**config.mk**
```make
export PLATFORM = sky130hd
export DESIGN_NAME = pc_next_ctrl
export DESIGN_NICKNAME = d
export VERILOG_FILES = /design/src/rtl/pc_next_ctrl.sv
export SDC_FILE = /design/constraint.sdc
export NUM_CORES = 1
export LEC_CHECK = 0
export CAP_MARGIN = 25
export CELL_PAD_IN_SITES_DETAIL_PLACEMENT = 0
export CELL_PAD_IN_SITES_GLOBAL_PLACEMENT = 2
export CORE_UTILIZATION = 27
export DETAILED_ROUTE_END_ITERATION = 8
export GPL_TIMING_DRIVEN = 0
export PLACE_DENSITY = 0.83
export SETUP_SLACK_MARGIN = 0.2
export SYNTH_ARGS = -nofsm -noshare
export SYNTH_HDL_FRONTEND = slang
export SYNTH_SLANG_ARGS = --single-unit
```
**constraint.sdc**
```tcl
create_clock -name clk_i -period 1.85 [get_ports clk_i]
set_input_delay 0.37 -clock clk_i [delete_from_list [all_inputs] [get_ports clk_i]]
set_output_delay 0.37 -clock clk_i [all_outputs]
set_load 0.01 [all_outputs]
```
**src/rtl/pc_next_ctrl.sv**
```systemverilog
// Next-PC sequencer feeding the PC register.
// Issues a write into the PC register, waits out its commit latency, then
// offers the committed PC to fetch over valid/ready. Branch/jump redirects
// are latched as a pending target and override the sequential PC+4 flow.
module pc_next_ctrl #(
    parameter logic [31:0] RESET_PC   = 32'h0000_0000,
    parameter int unsigned COMMIT_LAT = 4
) (
    input  logic        clk_i,
    input  logic        i_rst,
    input  logic        en_i,
    input  logic [31:0] pc_i,
    input  logic        redirect_valid_i,
    input  logic [31:0] redirect_target_i,
    input  logic        fetch_ready_i,
    output logic        pc_we_o,
    output logic [31:0] pc_next_o,
    output logic        fetch_valid_o,
    output logic [31:0] fetch_pc_o,
    output logic        misalign_o,
    output logic        busy_o
);

    // wait_cnt runs 0..COMMIT_LAT-2; a latency of 2 still needs one bit.
    localparam int unsigned CNT_W = (COMMIT_LAT > 2) ? $clog2(COMMIT_LAT - 1) : 1;
    localparam logic [CNT_W-1:0] WAIT_LAST = CNT_W'(COMMIT_LAT - 2);

    typedef enum logic [1:0] {
        IDLE  = 2'd0,
        ISSUE = 2'd1,
        WAIT  = 2'd2,
        FETCH = 2'd3
    } state_t;

    state_t          state_q;
    state_t          state_d;
    logic            pending_vld_q;
    logic [31:0]     pending_tgt_q;
    logic [31:0]     next_pc_q;
    logic [CNT_W-1:0] wait_cnt_q;
    logic            misalign_q;

    logic            redir_ok;
    logic            redir_bad;
    logic            wait_done;
    logic            offer;
    logic            handshake;

    // Classify the redirect request and derive the per-cycle handshake terms.
    always_comb begin
        redir_ok  = redirect_valid_i & (redirect_target_i[1:0] == 2'b00);
        redir_bad = redirect_valid_i & (redirect_target_i[1:0] != 2'b00);
        wait_done = (state_q == WAIT) && (wait_cnt_q == WAIT_LAST);
        // Any redirect request in FETCH withdraws the offer for that cycle.
        offer     = (state_q == FETCH) & ~redirect_valid_i;
        handshake = offer & fetch_ready_i;
    end

    // State register.
    always_ff @(posedge clk_i or negedge i_rst) begin
        if (!i_rst) begin
            state_q <= IDLE;
        end else begin
            state_q <= state_d;
        end
    end

    // Next-state logic.
    always_comb begin
        state_d = state_q;
        unique case (state_q)
            IDLE: begin
                if (en_i) begin
                    state_d = ISSUE;
                end
            end
            ISSUE: begin
                state_d = WAIT;
            end
            WAIT: begin
                // The full commit latency is always waited out, so two writes are
                // never closer than COMMIT_LAT cycles. A redirect arriving on the
                // last wait cycle counts as pending so the stale PC is not offered.
                if (wait_done) begin
                    if (pending_vld_q || redir_ok) begin
                        state_d = ISSUE;
                    end else begin
                        state_d = FETCH;
                    end
                end
            end
            FETCH: begin
                if (redir_ok) begin
                    state_d = ISSUE;
                end else if (handshake) begin
                    state_d = en_i ? ISSUE : IDLE;
                end
            end
            default: begin
                state_d = IDLE;
            end
        endcase
    end

    // Pending redirect: latest aligned redirect wins; an issue consumes it unless
    // a new redirect lands in the same cycle.
    always_ff @(posedge clk_i or negedge i_rst) begin
        if (!i_rst) begin
            pending_vld_q <= 1'b0;
            pending_tgt_q <= '0;
        end else if (redir_ok) begin
            pending_vld_q <= 1'b1;
            pending_tgt_q <= redirect_target_i;
        end else if (state_q == ISSUE) begin
            pending_vld_q <= 1'b0;
        end
    end

    // Sequential next PC: advances past each PC that fetch accepts.
    always_ff @(posedge clk_i or negedge i_rst) begin
        if (!i_rst) begin
            next_pc_q <= RESET_PC;
        end else if (handshake) begin
            next_pc_q <= pc_i + 32'd4;
        end
    end

    // Commit-latency counter, active only while in WAIT.
    always_ff @(posedge clk_i or negedge i_rst) begin
        if (!i_rst) begin
            wait_cnt_q <= '0;
        end else if ((state_q == WAIT) && !wait_done) begin
            wait_cnt_q <= wait_cnt_q + 1'b1;
        end else begin
            wait_cnt_q <= '0;
        end
    end

    // Misaligned redirect flag, reported one cycle after the request.
    always_ff @(posedge clk_i or negedge i_rst) begin
        if (!i_rst) begin
            misalign_q <= 1'b0;
        end else begin
            misalign_q <= redir_bad;
        end
    end

    // Output decode.
    always_comb begin
        pc_we_o       = (state_q == ISSUE);
        pc_next_o     = pending_vld_q ? pending_tgt_q : next_pc_q;
        fetch_valid_o = offer;
        fetch_pc_o    = (state_q == FETCH) ? pc_i : '0;
        misalign_o    = misalign_q;
        busy_o        = (state_q != IDLE);
    end

endmodule

```
==> impl_metrics.py, run 1 <==
metrics = {
    "global_routing": {
        "grt_pass1_vias": 3607,
        "grt_pass1_wl_mm": 20.9,
        "antenna_found_initial": 0,
        "met1_usage_pct": 26.3,
        "grt_use_met2_pct": 30.5,
        "gr-usage-met3_pct": 3.15,
        "grt_busiest_layer": "met2",
        "grt_max_degree": 71,
        "grt_overflow": 0,
        "track_usage_pct": 19.2,
    },
    "timing": {
        "hold_viol_final": 0,
        "slew_headroom_pct": 39.8,
        "setup-violations-final": 28,
        "post-route-period-util_pct": 103,
        "worstMarginPinSlew_ns": 0.903,
        "rsz0062_at_grt": "yes",
        "fin_crit_ns": 1.90,
        "max_freq_mhz": 526,
        "holdWs_ns": 0.162,
        "tns_ns": -0.719,
        "maxSlewViolCount": 0,
        "fin_ws_ns": -0.0504,
        "skew_ns": 0.00508,
    },
    "routing": {
        "drc_errors": 0,
        "via_per_inst": 4.88,
        "wl_per_cell_um": 18.7,
        "drt_iter0_drc": 163,
        "drtPass1Iterations": 4,
        "vias": 3618,
        "wl_mm": 13.9,
        "ant_nets": 0,
    },
    "cts": {
        "clock_sinks": 70,
        "cts_tree": "done",
        "cts_htree_levels": 3,
        "clk_latency_ns": 0.33,
        "cts_root_buf": "clkbuf_16",
        "cts.clk_slew.worst_paths_ns": 0.06,
        "cts_made_buffers": 9,
        "cts_buffer_depth": 2,
    },
    "finish": {
        "drive_gt1_share_pct": 48.9,
        "multi_input_area_sq_um": 2300,
        "nets": 628,
        "final_cells": 742,
        "nFillCells": 1288,
        "diodes": 0,
        "seq_area_sq_um": 1750,
        "syn_to_final_growth_pct": 75.8,
    },
    "yosys": {
        "synth-simple-area-share_pct": 21.0,
        "yosysWarningCount": 0,
        "synth_compound_area_share_pct": 7.86,
        "ys_ff_latch": 70,
        "ys_types": 35,
        "synthTopCellsByArea": "dfrtp_1 46%, mux2_2 18%, and3_1 5.9%",
        "synth_fa_ha_area_share_pct": 0.653,
        "ys_seq_area_share_pct": 45.7,
        "synthMuxAreaShare_pct": 18.2,
        "postSynthAreaPerCell_sq_um": 10.4,
        "synth_top_area_cell": "dfrtp_1",
        "netlist_area_sq_um": 3830,
        "synthXorXnorAreaFrac_pct": 2.51,
        "synth_top_family_by_area": "simple AND/OR/NAND/NOR gates",
        "synth_nets": 440,
        "syn-instance-count": 369,
        "synth_top_cell_area_share_pct": 45.7,
    },
    "die": {
        "fp.dieArea_sq_um": 14700,
        "num_rows": 43,
        "core_sq_um": 13900,
        "die_h_um": 121,
        "initial_core_util_pct": 27.6,
        "die_w_um": 121,
        "pin_count": 137,
    },
    "power": {
        "powerDensity_nw_per_um2": 1480,
        "leakage_nw": 2.98,
        "peakVddDrop_mv": 0.621,
        "power.total_w": 0.00998,
    },
    "place": {
        "gp_congestion": 0.802,
        "dp_slack_ns": -0.734,
        "hpwl_mm": 9.44,
        "port_buffers": 136,
        "placed_cells": 685,
    },
    "critical_path": {
        "criticalPathCategory": "flip-flop to output port",
        "cp_data_arrival_time_ns": 1.53,
        "startpoint_type": "flip-flop",
        "critical_path_peak_fanout": 5,
        "worstPathRequired_ns": 1.48,
        "worstSetupEndpointType": "output port",
    },
    "outcome": {
        "failed_checks": "setup timing",
        "status": "finished, violations left",
    },
    "job": {
        "max-cap-violations": 0,
    },
    "hold_path": {
        "min_path_type": "input port to asynchronous set/reset pin",
    },
}
path summary, 6_finish.rpt:
check / cells past startpoint / start / end / slack, ns
max: 4 / pending_vld_q / pc_next_o[21] / -0.05
min: 1 / i_rst / pending_tgt_q[2] / 0.16
max reg2reg: 7 / state_q[1] / state_q[1] / 0.26
min reg2reg: 1 / wait_cnt_q[0] / wait_cnt_q[0] / 0.43
max in group asynchronous: 1 / i_rst / pending_vld_q / 1.05
min in group clk_i: 2 / pc_i[2] / next_pc_q[2] / 0.35
final cells by class:
class	count	share of cell area [%]
plain buffers	28	5.64
clock buffers	10	3.40
clock inverters	6	0.575
inverters	4	0.223
multi-input cells	267	34.1
flip-flops and latches	70	26.0
well taps	180	3.34
repair buffers	177	26.7
logic make-up after synthesis:
logic type	count (synthesis)
buffers and inverters	32
xor gates and xnor gates	11
muxes	62
and+or+nand+nor	143
AOI/OAI and AO/OA	49
adders and majority gates	2
DFF	70
where the power goes:
| group | internal, W | leakage, nW | switching (W) |
|---|---|---|---|
| clock network | 0.000901 | 0.128 | 0.000652 |
| logic | 0.00372 | 2.01 | 0.00232 |
| registers | 0.00205 | 0.835 | 0.000342 |
sequential cells by signal, indices dropped and copies added (netlist names):
signal	flops
pending_vld_q	1
misalign_o	1
next_pc_q	32
state_q	2
wait_cnt_q	2
pending_tgt_q	32
per-stage QoR:
step | util [%] | instance area [sq um]
after floorplan | - | 3850
after global placement | 39.2 | 5440
after detailed placement | 39.1 | 5430
after CTS | 46.1 | 6390
after global routing | 48.6 | 6740
final | 48.6 | 6740
critical path, stage by stage, from the launching register on:
cell	delay, ns
dfrtp_2	0.44
buf_8	0.16
clkbuf_16	0.16
mux2_4	0.31
buf_6	0.12
placed cells by master, fill, tap and decap left out, types with 13 or more instances in the layout:
cell type,instances
mux2_2,30
mux2_4,32
o21ai_0,20
dfrtp_1,69
clkbuf_2,13
buf_4,22
and3_4,34
a31oi_1,14
nand2_1,32
clkbuf_16,17
buf_6,82
clkdlybuf4s50_1,40
nor2_1,19
routing by layer:
metal,share of wire [%],wire length (um)
met4,2.0,276
met1,46,6460
met3,3.2,441
met2,48,6720
met5,0,0
cell usage after synthesis (all sizes together):
| cell type | n |
|---|---|
| or4 | 12 |
| and3 | 37 |
| buf | 10 |
| mux2 | 62 |
| or2 | 1 |
| nand2 | 33 |
| ha | 2 |
| a22o | 1 |
| o21ai | 20 |
| nand4 | 7 |
| nand4b | 2 |
| o31ai | 9 |
| or3 | 5 |
| clkbuf | 18 |
| nand3 | 14 |
| o21bai | 1 |
| nand2b | 1 |
| nor2 | 21 |
| xnor2 | 2 |
| nor2b | 5 |
| dfrtp | 70 |
| inv | 4 |
| nor3b | 2 |
| xor2 | 9 |
| o21a | 1 |
| a31oi | 14 |
| and4 | 3 |
| o211ai | 3 |
repair_timing:
item,4_1_cts,5_1_grt
buffers inserted,21,11
endpoints found under the setup margin,134,113
pin swaps,7,17
hold buffers,0,0
resized for setup,458,112
cloned,8,1
(Power assumes the default switching activity.)
==> run 2: changes to the inputs <==
--- a/config.mk
+++ b/config.mk
@@ -5,6 +5,7 @@
 export SDC_FILE = /design/constraint.sdc
 export NUM_CORES = 1
 export LEC_CHECK = 0
+export ABC_CLOCK_PERIOD_IN_PS = 1850
 export CAP_MARGIN = 25
 export CELL_PAD_IN_SITES_DETAIL_PLACEMENT = 0
 export CELL_PAD_IN_SITES_GLOBAL_PLACEMENT = 2
==> results of run 2 <==
The final DEF is identical to that of run 1; final timing and power are the same.
